## src/rtl/dwc_upconv_precalc_achan_fifo.sv

```systemverilog
// Address-channel pre-calculation FIFO for the AXI4 data-width up-converter.
// Derives the wrap-split and wide-burst length fields on push and queues them with the beat.
module dwc_upconv_precalc_achan_fifo #(
  parameter int DATA_WIDTH_IN  = 32,
  parameter int DATA_WIDTH_OUT = 128,
  parameter int ADDR_WIDTH     = 32,
  parameter int ID_WIDTH       = 4,
  parameter int USER_WIDTH     = 1,
  parameter int DEPTH          = 2
) (
  input  logic                  clk,
  input  logic                  rst,
  input  logic                  a_valid_in,
  output logic                  a_ready_out,
  input  logic [ID_WIDTH-1:0]   a_id_in,
  input  logic [ADDR_WIDTH-1:0] a_addr_in,
  input  logic [7:0]            a_len_in,
  input  logic [2:0]            a_size_in,
  input  logic [1:0]            a_burst_in,
  input  logic [1:0]            a_lock_in,
  input  logic [3:0]            a_cache_in,
  input  logic [2:0]            a_prot_in,
  input  logic [3:0]            a_qos_in,
  input  logic [3:0]            a_region_in,
  input  logic [USER_WIDTH-1:0] a_user_in,
  output logic                  a_valid_out,
  input  logic                  a_ready_in,
  output logic [ID_WIDTH-1:0]   a_id_out,
  output logic [ADDR_WIDTH-1:0] a_addr_out,
  output logic [7:0]            a_len_out,
  output logic [2:0]            a_size_out,
  output logic [1:0]            a_burst_out,
  output logic [1:0]            a_lock_out,
  output logic [3:0]            a_cache_out,
  output logic [2:0]            a_prot_out,
  output logic [3:0]            a_qos_out,
  output logic [3:0]            a_region_out,
  output logic [USER_WIDTH-1:0] a_user_out,
  output logic [4:0]            to_boundary_out,
  output logic [11:0]           mask_wrap_addr_out,
  output logic [2:0]            size_diff_out,
  output logic [6:0]            len_offset_out,
  output logic                  wrap_split_out,
  output logic                  fixed_out,
  output logic [7:0]            alen_wrap_out,
  output logic [7:0]            alen_sec_wrap_out,
  output logic [7:0]            out_len_out,
  output logic [3:0]            count_out
);

  localparam int LOG_OUT = $clog2(DATA_WIDTH_OUT / 8);
  localparam int PTR_W   = (DEPTH > 1) ? $clog2(DEPTH) : 1;
  localparam logic [PTR_W-1:0] PTR_ONE  = PTR_W'(1);
  localparam logic [6:0]       OFF_MASK = 7'((DATA_WIDTH_OUT / 8) - 1);
  localparam logic [1:0]       BURST_FIXED = 2'b00;
  localparam logic [1:0]       BURST_WRAP  = 2'b10;

  typedef struct packed {
    logic [ID_WIDTH-1:0]   id;
    logic [ADDR_WIDTH-1:0] addr;
    logic [7:0]            len;
    logic [2:0]            size;
    logic [1:0]            burst;
    logic [1:0]            lock;
    logic [3:0]            cache;
    logic [2:0]            prot;
    logic [3:0]            qos;
    logic [3:0]            region;
    logic [USER_WIDTH-1:0] user;
    logic [4:0]            to_boundary;
    logic [11:0]           mask_wrap_addr;
    logic [2:0]            size_diff;
    logic [6:0]            len_offset;
    logic                  wrap_split;
    logic                  fixed;
    logic [7:0]            alen_wrap;
    logic [7:0]            alen_sec_wrap;
    logic [7:0]            out_len;
  } entry_t;

  entry_t           mem [DEPTH];
  entry_t           new_entry;
  entry_t           head;
  logic [PTR_W-1:0] wr_ptr;
  logic [PTR_W-1:0] rd_ptr;
  logic [3:0]       count;
  logic [3:0]       count_next;
  logic             push;
  logic             pop;

  logic [11:0] len_p1;
  logic [3:0]  addr_beat;
  logic [8:0]  incr_sum;

  // Field pre-calculation, purely combinational on the incoming beat.
  always_comb begin
    new_entry        = '0;
    new_entry.id     = a_id_in;
    new_entry.addr   = a_addr_in;
    new_entry.len    = a_len_in;
    new_entry.size   = a_size_in;
    new_entry.burst  = a_burst_in;
    new_entry.lock   = a_lock_in;
    new_entry.cache  = a_cache_in;
    new_entry.prot   = a_prot_in;
    new_entry.qos    = a_qos_in;
    new_entry.region = a_region_in;
    new_entry.user   = a_user_in;

    new_entry.size_diff      = 3'(LOG_OUT) - a_size_in;
    len_p1                   = 12'(a_len_in) + 12'd1;
    new_entry.mask_wrap_addr = (len_p1 << a_size_in) - 12'd1;
    new_entry.wrap_split     = ((a_addr_in[11:0] & new_entry.mask_wrap_addr) != '0)
                               && (a_burst_in == BURST_WRAP);
    new_entry.fixed          = (a_burst_in == BURST_FIXED);

    // Beat index inside the wrap window; the window is at most 16 beats.
    addr_beat                = 4'(a_addr_in[10:0] >> a_size_in) & a_len_in[3:0];
    new_entry.to_boundary    = 5'(a_len_in) + 5'd1 - 5'(addr_beat);
    new_entry.alen_wrap      = (8'(new_entry.to_boundary) - 8'd1) >> new_entry.size_diff;
    new_entry.alen_sec_wrap  = (a_len_in - 8'(new_entry.to_boundary)) >> new_entry.size_diff;
    new_entry.len_offset     = (a_addr_in[6:0] & OFF_MASK) >> a_size_in;

    incr_sum = 9'(new_entry.len_offset) + 9'(a_len_in);
    case (a_burst_in)
      BURST_FIXED: new_entry.out_len = a_len_in;
      BURST_WRAP:  new_entry.out_len = a_len_in >> new_entry.size_diff;
      default:     new_entry.out_len = 8'(incr_sum >> new_entry.size_diff);
    endcase
  end

  assign push = a_valid_in && a_ready_out;
  assign pop  = a_valid_out && a_ready_in;

  // NOTE: every always_comb output gets a value before any branch, so no latch is inferred.
  always_comb begin
    count_next = count;
    case ({push, pop})
      2'b10:   count_next = count + 4'd1;
      2'b01:   count_next = count - 4'd1;
      default: count_next = count;
    endcase
  end

  // NOTE: sequential state uses non-blocking assignments so every register samples pre-edge values.
  always_ff @(posedge clk or posedge rst) begin
    if (rst) begin
      count       <= '0;
      wr_ptr      <= '0;
      rd_ptr      <= '0;
      a_ready_out <= 1'b0;
    end else begin
      count       <= count_next;
      a_ready_out <= (count_next < 4'(DEPTH));
      if (push) wr_ptr <= (wr_ptr == PTR_W'(DEPTH - 1)) ? '0 : wr_ptr + PTR_ONE;
      if (pop)  rd_ptr <= (rd_ptr == PTR_W'(DEPTH - 1)) ? '0 : rd_ptr + PTR_ONE;
    end
  end

  // NOTE: storage has no reset; count gates validity, so stale contents are never consumed.
  always_ff @(posedge clk) begin
    if (push) mem[wr_ptr] <= new_entry;
  end

  assign head        = mem[rd_ptr];
  assign a_valid_out = (count != '0);
  assign count_out   = count;

  assign a_id_out           = head.id;
  assign a_addr_out         = head.addr;
  assign a_len_out          = head.len;
  assign a_size_out         = head.size;
  assign a_burst_out        = head.burst;
  assign a_lock_out         = head.lock;
  assign a_cache_out        = head.cache;
  assign a_prot_out         = head.prot;
  assign a_qos_out          = head.qos;
  assign a_region_out       = head.region;
  assign a_user_out         = head.user;
  assign to_boundary_out    = head.to_boundary;
  assign mask_wrap_addr_out = head.mask_wrap_addr;
  assign size_diff_out      = head.size_diff;
  assign len_offset_out     = head.len_offset;
  assign wrap_split_out     = head.wrap_split;
  assign fixed_out          = head.fixed;
  assign alen_wrap_out      = head.alen_wrap;
  assign alen_sec_wrap_out  = head.alen_sec_wrap;
  assign out_len_out        = head.out_len;

endmodule

```

## config.mk

```make
export PLATFORM = sky130hd
export DESIGN_NAME = dwc_upconv_precalc_achan_fifo
export DESIGN_NICKNAME = d
export VERILOG_FILES = /design/src/rtl/dwc_upconv_precalc_achan_fifo.sv
export SDC_FILE = /design/constraint.sdc
export NUM_CORES = 1
export LEC_CHECK = 0
export ABC_CLOCK_PERIOD_IN_PS = 6100
export BUFFER_PORTS_ARGS = -buffer_cell sky130_fd_sc_hd__buf_4
export CAP_MARGIN = 20
export CORE_ASPECT_RATIO = 0.9
export CORE_MARGIN = 8
export CORE_UTILIZATION = 52
export CTS_BUF_LIST = sky130_fd_sc_hd__clkbuf_4 sky130_fd_sc_hd__clkbuf_8
export CTS_CLUSTER_SIZE = 28
export DETAILED_ROUTE_END_ITERATION = 12
export GPL_ROUTABILITY_DRIVEN = 0
export PLACE_DENSITY = 0.82
export SETUP_SLACK_MARGIN = 0.15
export SYNTH_ARGS = -nofsm -noshare
export SYNTH_HDL_FRONTEND = slang
export SYNTH_SLANG_ARGS = --single-unit
```

## constraint.sdc

```tcl
create_clock -name clk -period 6.1 [get_ports clk]
set_input_delay 0.61 -clock clk [delete_from_list [all_inputs] [get_ports clk]]
set_output_delay 0.61 -clock clk [all_outputs]
set_load 0.02 [all_outputs]
```

==> impl_metrics.py, run 1 <==
metrics = {
    "power_and_ir_drop": {
        "p_sw_mw": 1.76,
        "p_clk_share_pct": 24.4,
        "switching_share_pct": 32.8,
        "leakagePower_nw": 5.21,
        "comb_power_share_pct": 35.2,
        "power_mw": 5.36,
        "p_int_mw": 3.60,
        "p_seq_share_pct": 40.4,
        "power_density_nw_per_um2": 383,
        "peakVddDrop_v": 0.000268,
    },
    "timing": {
        "fmax_mhz": 227,
        "fin_crit_sh_pct": 72.3,
        "finalHoldViolCount": 0,
        "setup_viol": 0,
        "worstMarginPinSlew_ps": 1030,
        "skew_ps": 15.6,
        "fin_tns_setup_ps": 0,
        "rsz0062_at_grt": "no",
        "slew_violations": 0,
        "slew-limit-headroom_pct": 31.5,
        "layout_min_cycle_time_ps": 4410,
    },
    "yosys": {
        "syn_avg_cell_area_um2": 14.2,
        "synthesis.area_um2": 11600,
        "yosys_warnings": 0,
        "yosys_register_bits": 239,
        "syn_inst": 817,
        "synth-edff-count": 232,
        "seq_area_frac_synth_pct": 61.6,
        "ys.flop_type": "edfxtp_1",
        "synth.distinct_cells": 76,
        "synth-async-reset-ratio_pct": 2.93,
    },
    "worst_setup_path": {
        "start_kind": "input pin",
        "cp.required_ps": 6310,
        "crit_type": "input pin to register",
        "critical_path.max_fanout": 36,
        "critPathMaxStageDelay_ps": 540,
        "crit_chain": "buf_4, buf_4, mux4_2, nand2_1, o311ai_2, ha_1, xor2_1, ha_1, inv_1, o21bai_1, a21oi_1, nand3_1, xnor2_1, mux2i_1, mux2i_1, a21oi_1",
        "worst-path-buf-inv": 3,
        "cp_slowest_cell": "mux4_2",
        "cp-end-kind": "register",
        "cp_top_family": "multiplexers",
        "arrival_ps": 4620,
    },
    "clocking": {
        "cts_resized": 0,
        "cts_root_buf": "clkbuf_8",
        "cts_buffers": 38,
        "htree_levels": 2,
        "cts_sinks": 239,
        "clock_path_buffers": 3,
        "cts_tree": "done",
        "clk_latency_ps": 510,
        "clk_pin_slew_ps": 60,
    },
    "place": {
        "place_hpwl_mm": 18.0,
        "portBuffers": 193,
        "place_inst": 1266,
    },
    "global_routing": {
        "antenna_found_initial": 0,
        "grt_start_max_net_pins": 78,
        "grt_first_pass_wirelength_mm": 40.0,
        "grt-ovfl-total": 0,
        "grt_use_total_pct": 18.5,
        "first_global_vias": 7443,
    },
    "floorplan": {
        "die_y_um": 158,
        "coreArea_um2": 22200,
        "die_area_um2": 27400,
        "rows": 52,
        "die_w_um": 173,
        "ioPinCount": 197,
        "start_util_pct": 52.3,
    },
    "routing": {
        "drtPass1Iterations": 5,
        "ant_nets": 0,
        "drc": 0,
        "via_count": 7442,
        "dr.first_iter.drc_count": 698,
        "routed_wl_mm": 26.2,
        "vias_per_cell": 5.57,
        "wl_per_cell_um": 19.6,
    },
    "layout": {
        "final_cells": 1336,
        "drive_gt1_share_pct": 40.2,
        "fin_nets": 1103,
        "antenna_cells": 0,
        "area_delta_synth_final_pct": 20.6,
    },
    "min_path": {
        "hold_class": "input pin to register",
    },
    "flow_run": {
        "cap_violations": 0,
    },
    "outcome": {
        "outcome": "finished, final reports clean",
    },
}
-- registers in the layout, indices dropped and copies added, names as in the netlist --
register	cells
wr_ptr	1
mem	232
rd_ptr	1
count_out	4
a_ready_out	1
-- repair_timing --
| action | CTS | global route |
|---|---|---|
| setup buffers | 0 | 0 |
| endpoints found under the hold margin | 7 | 0 |
| hold buffers | 1 | 0 |
-- cell usage in the layout (no fill, tap or decap), types with 13 or more instances in the layout --
cell,count
a21oi_1,31
mux2_2,121
clkbuf_8,39
nor2_1,44
clkbuf_4,21
edfxtp_1,232
ha_1,18
mux2i_1,14
inv_1,27
nand3_1,16
buf_4,201
nand2_1,47
o21ai_0,25
xor2_1,13
xnor2_1,19
a211oi_1,13
-- power by group through the flow --
stage | Combinational, mW | Clock, mW | Sequential (mW)
final | 1.89 | 1.31 | 2.16
after global routing | 2.02 | 1.41 | 2.19
after global placement | 1.88 | 0 | 2.20
after CTS | 1.92 | 1.34 | 2.17
after floorplan | 1.28 | 0 | 2.12
after detailed placement | 1.90 | 0 | 2.20
-- metrics by stage --
stage / setup slack [ps] / cell area [um2] / utilization, % / hold WS, ps
CTS: 1780 / 14000 / 63.0 / 229
floorplan: 1350 / 11600 / - / 413
finish: 1690 / 14000 / 63.0 / 263
detailed placement: 1250 / 13200 / 59.7 / 519
global placement: 1330 / 13200 / 59.7 / 522
global route: 1270 / 14000 / 63.0 / 238
-- per-layer routing --
layer / global-route usage (%) / part of all wire (%) / wire length, um
met1: 22.6 / 41 / 10700
met4: 5.70 / 1.7 / 447
met3: 4.34 / 6.9 / 1820
met5: 0 / 0 / 0
met2: 32.3 / 50 / 13200
-- worst register-to-register path: stages, from the launching register on --
cell     delay [ps]
dfrtp_1         430
or4_1           550
and2_1          220
ha_1            230
ha_1            290
a21o_1          180
a21oi_1         170
xnor2_1         130
nor2_1           60
xor2_1          150
nor3_1          190
-- final cells by class --
class                   count  area (um2)
fillers                  1652        8200
flip-flops and latches    239        7150
multi-input cells         501        4100
repair buffers            202        1520
clock buffers              60         694
well taps                 297         372
inverters                  28         105
clock inverters             9        47.5
-- logic make-up (layout without fill, tap and decap cells) --
group	Yosys count	in the layout	synth area share (%)
AND/OR/NAND/NOR	160	160	6.82
XOR/XNOR	35	35	2.84
buffers and inverters	80	299	3.27
AO/OA/AOI/OAI	137	137	8.61
flip-flops	239	239	61.6
other	2	5	0.0647
adder cells (fa/ha/maj)	22	22	2.63
multiplexers	142	142	14.2
-- final timing paths --
kind	startpoint	end	slack, ps	cells after the start
worst max-delay path	a_size_in[0]	mem[0][8]$_DFFE_PP_	1690	16
worst max register to register	count_out[1]$_DFF_PP0_	a_ready_out$_DFF_PP0_	3410	10
max in group asynchronous	rst	rd_ptr$_DFFE_PP0P_	5300	3
worst min-delay path	a_addr_in[25]	mem[0][109]$_DFFE_PP_	260	1
min in group asynchronous	rst	wr_ptr$_DFFE_PP0P_	570	3
worst min register to register	count_out[3]$_DFF_PP0_	count_out[3]$_DFF_PP0_	530	1
-- Yosys cell counts, types with 5 or more instances --
cell	instances	area, um2
buf_2	9	45.0
xnor2_1	19	166
a21oi_1	31	155
nand2_1	47	176
nor3_1	9	45.0
a31oi_1	6	37.5
mux4_2	6	135
ha_1	18	225
buf_4	10	75.1
nor2_1	45	169
clkbuf_1	28	105
o21ai_0	25	125
mux2i_1	14	140
edfxtp_1	232	6970
a211oi_1	13	97.6
nand2b_1	7	43.8
nor2b_1	8	50.1
a21o_1	9	67.6
inv_1	27	101
nand3_1	16	80.1
and3_1	5	31.3
dfrtp_1	7	175
xor2_1	13	114
and2_1	6	37.5
mux2_2	121	1360
Note: power is estimated with default switching activity, not from simulation.
==> run 2: changes to the inputs <==
--- a/config.mk
+++ b/config.mk
@@ -5,7 +5,7 @@
 export SDC_FILE = /design/constraint.sdc
 export NUM_CORES = 1
 export LEC_CHECK = 0
-export ABC_CLOCK_PERIOD_IN_PS = 6100
+export ABC_CLOCK_PERIOD_IN_PS = 4200
 export BUFFER_PORTS_ARGS = -buffer_cell sky130_fd_sc_hd__buf_4
 export CAP_MARGIN = 20
 export CORE_ASPECT_RATIO = 0.9
@@ -15,7 +15,7 @@
 export CTS_CLUSTER_SIZE = 28
 export DETAILED_ROUTE_END_ITERATION = 12
 export GPL_ROUTABILITY_DRIVEN = 0
-export PLACE_DENSITY = 0.82
+export PLACE_DENSITY = 0.79
 export SETUP_SLACK_MARGIN = 0.15
 export SYNTH_ARGS = -nofsm -noshare
 export SYNTH_HDL_FRONTEND = slang
==> constraint.sdc (replaced) <==
create_clock -name clk -period 4.2 [get_ports clk]
set_input_delay 0.42 -clock clk [delete_from_list [all_inputs] [get_ports clk]]
set_output_delay 0.42 -clock clk [all_outputs]
set_load 0.02 [all_outputs]
==> run 2 against run 1 <==
Net effect:
- sequential share of layout area is 0.63 points lower
- cell area is 1.3% higher
- clock skew is 0.84 ps lower
- setup slack worse by 1100 ps
- non-clock buffer count is 16 higher
- sequential power is 44% higher
- count of clock-buffer cells in the layout is 3 lower
- global-route usage is 0.41 points higher
- die area stayed put
- worst hold slack worse by 180 ps
- critical path type unchanged
- critical endpoint is now mem[1][8]$_DFFE_PP_
- largest cell class unchanged
==> impl_metrics.py, run 2 (same netlist as run 1, synthesis figures left out) <==
metrics = {
    "outcome": {
        "outcome": "finished, final reports clean",
    },
    "worst_setup_path": {
        "crit_type": "input pin to register",
        "critPathMaxStageDelay_ps": 550,
        "arrival_ps": 3880,
        "cp-end-kind": "register",
        "cp_slowest_cell": "fa_2",
        "critical_path.max_fanout": 14,
        "crit_chain": "buf_4, mux4_2, nand2_1, nand3_1, inv_1, ha_1, inv_1, fa_2, ha_1, a21oi_1, o21bai_1, a21oi_2, nand3_1, xnor2_2, mux2i_1, mux2i_1, a21oi_1",
        "cp.required_ps": 4440,
        "rr_startpoint": "count_out[0]$_DFFE_PP0N_",
        "r2r-end": "a_ready_out$_DFF_PP0_",
        "r2r_slack_ps": 1460,
        "start_kind": "input pin",
        "reg2reg_depth": 10,
    },
    "routing": {
        "wl_per_cell_um": 19.9,
        "wl_met2_mm": 13.1,
        "ant_nets": 0,
        "routed_wl_mm": 26.9,
        "routed.top_layer": "met4",
        "met1_length_mm": 11.5,
        "dr.first_iter.drc_count": 750,
        "vias_per_cell": 5.57,
        "drtPass1Iterations": 6,
        "drc": 0,
        "wl_met3_mm": 1.76,
        "via_count": 7523,
    },
    "power_and_ir_drop": {
        "power_density_nw_per_um2": 554,
        "p_sw_mw": 2.59,
        "comb_power_share_pct": 36.5,
        "p_clk_share_pct": 23.9,
        "power_mw": 7.84,
        "switching_share_pct": 33.1,
        "leakagePower_nw": 5.29,
        "peakVddDrop_v": 0.000330,
        "p_int_mw": 5.25,
        "p_seq_share_pct": 39.5,
    },
    "timing": {
        "fin_ws_ps": 566,
        "layout_min_cycle_time_ps": 3630,
        "fin_crit_sh_pct": 86.5,
        "setup_viol": 0,
        "skew_ps": 14.7,
        "fmax_mhz": 275,
        "finalHoldViolCount": 0,
        "fin_tns_setup_ps": 0,
        "rsz0062_at_grt": "no",
        "slew_violations": 0,
        "worstMarginPinSlew_ps": 1000,
        "slew-limit-headroom_pct": 32.8,
    },
    "clocking": {
        "hold_buffers": 1,
        "cts_root_buf": "clkbuf_8",
        "clock_path_buffers": 3,
        "cts_tree": "done",
        "htree_levels": 2,
        "cts_setup_buffers": 0,
        "cts_resized": 0,
        "clk_pin_slew_ps": 60,
        "cts_sinks": 239,
        "clk_latency_ps": 510,
        "cts_buffers": 39,
    },
    "global_routing": {
        "grt-ovfl-total": 0,
        "first_global_vias": 7521,
        "grt_use_total_pct": 18.9,
        "antenna_found_initial": 0,
        "grt_first_pass_wirelength_mm": 41.1,
        "grt_start_max_net_pins": 67,
    },
    "layout": {
        "most-common-layout-cells": "232 x edfxtp_1, 215 x buf_4, 121 x mux2_2",
        "final_cells": 1350,
        "largest_reg_flops": 232,
        "fin_util_pct": 63.8,
        "multiInputGateArea_um2": 4150,
        "regArea_um2": 7150,
        "area_delta_synth_final_pct": 22.1,
        "final_common_cell": "edfxtp_1",
        "drive_gt1_share_pct": 41.3,
        "n_fill_cell": 1673,
        "regMostFlops": "mem",
        "antenna_cells": 0,
        "fin_nets": 1120,
    },
    "min_path": {
        "holdPathEnd": "mem[1][61]$_DFFE_PP_",
        "min_delay_path_depth": 1,
        "min_from": "a_qos_in[3]",
        "hold_class": "input pin to register",
    },
    "floorplan": {
        "die_y_um": 158,
        "die_w_um": 173,
        "die_area_um2": 27400,
        "ioPinCount": 197,
        "start_util_pct": 52.3,
        "coreArea_um2": 22200,
        "rows": 52,
    },
    "place": {
        "place_hpwl_mm": 18.5,
        "portBuffers": 193,
        "place_inst": 1282,
        "post-place-ws_ps": 56.0,
    },
    "flow_run": {
        "cap_violations": 0,
    },
}
## run 2: changes by cell type in the layout (fill, tap and decap cells not counted), sizes merged
cell      previous run  this run
buf                201       217
clkbuf              60        57
clkinv               7         8
clkinvlp             0         1
inv                 30        29
## run 2: power groups by stage
stage | logic [mW] | clock network, mW | registers [mW]
after global placement | 2.85 | 0 | 3.14
after floorplan | 1.87 | 0 | 3.07
after global routing | 3.06 | 2.03 | 3.13
after detailed placement | 2.88 | 0 | 3.15
final | 2.87 | 1.88 | 3.10
after CTS | 2.90 | 1.93 | 3.10
## run 2: layout make-up
class / instances / area share (%)
clock buffers: 57 / 4.79
clock inverters: 10 / 0.345
inverters: 28 / 0.742
multi-input cells: 501 / 29.3
flip-flops and latches: 239 / 50.5
well taps: 297 / 2.62
repair buffers: 218 / 11.8
## run 2: worst max-delay path by stage
stage / from / endpoint / slack [ps] / cells past startpoint
CTS: a_size_in[0] / mem[0][8]$_DFFE_PP_ / 600 / 17
floorplan: a_size_in[0] / mem[0][8]$_DFFE_PP_ / 190 / 20
global placement: a_size_in[0] / mem[0][8]$_DFFE_PP_ / 160 / 17
finish: a_size_in[0] / mem[1][8]$_DFFE_PP_ / 570 / 17
detailed placement: a_size_in[0] / mem[1][8]$_DFFE_PP_ / 60 / 17
global route: a_size_in[0] / mem[0][8]$_DFFE_PP_ / 310 / 17
## run 2: worst max-delay path: cells and delay by family
kind	cells	cell delay, ps
multiplexers	3	890
AND/OR/NAND/NOR	3	370
AO/OA/AOI/OAI	4	620
XOR/XNOR	1	250
buffers and inverters	3	350
adder cells (fa/ha/maj)	3	980
## run 2: layer usage
layer  global-route usage [%]  vias to the layer above
met2                     31.5                      267
met5                        0                        -
met4                     5.74                        0
met1                     24.7                     3685
li1                         -                     3528
met3                     3.89                       43
## run 2: through the flow
step	area, um2	hold WS (ps)
3_5_place_dp	13400	378
2_1_floorplan	11700	223
5_1_grt	14200	50.3
4_1_cts	14200	49.7
3_3_place_gp	13400	365
6_report	14200	84.2
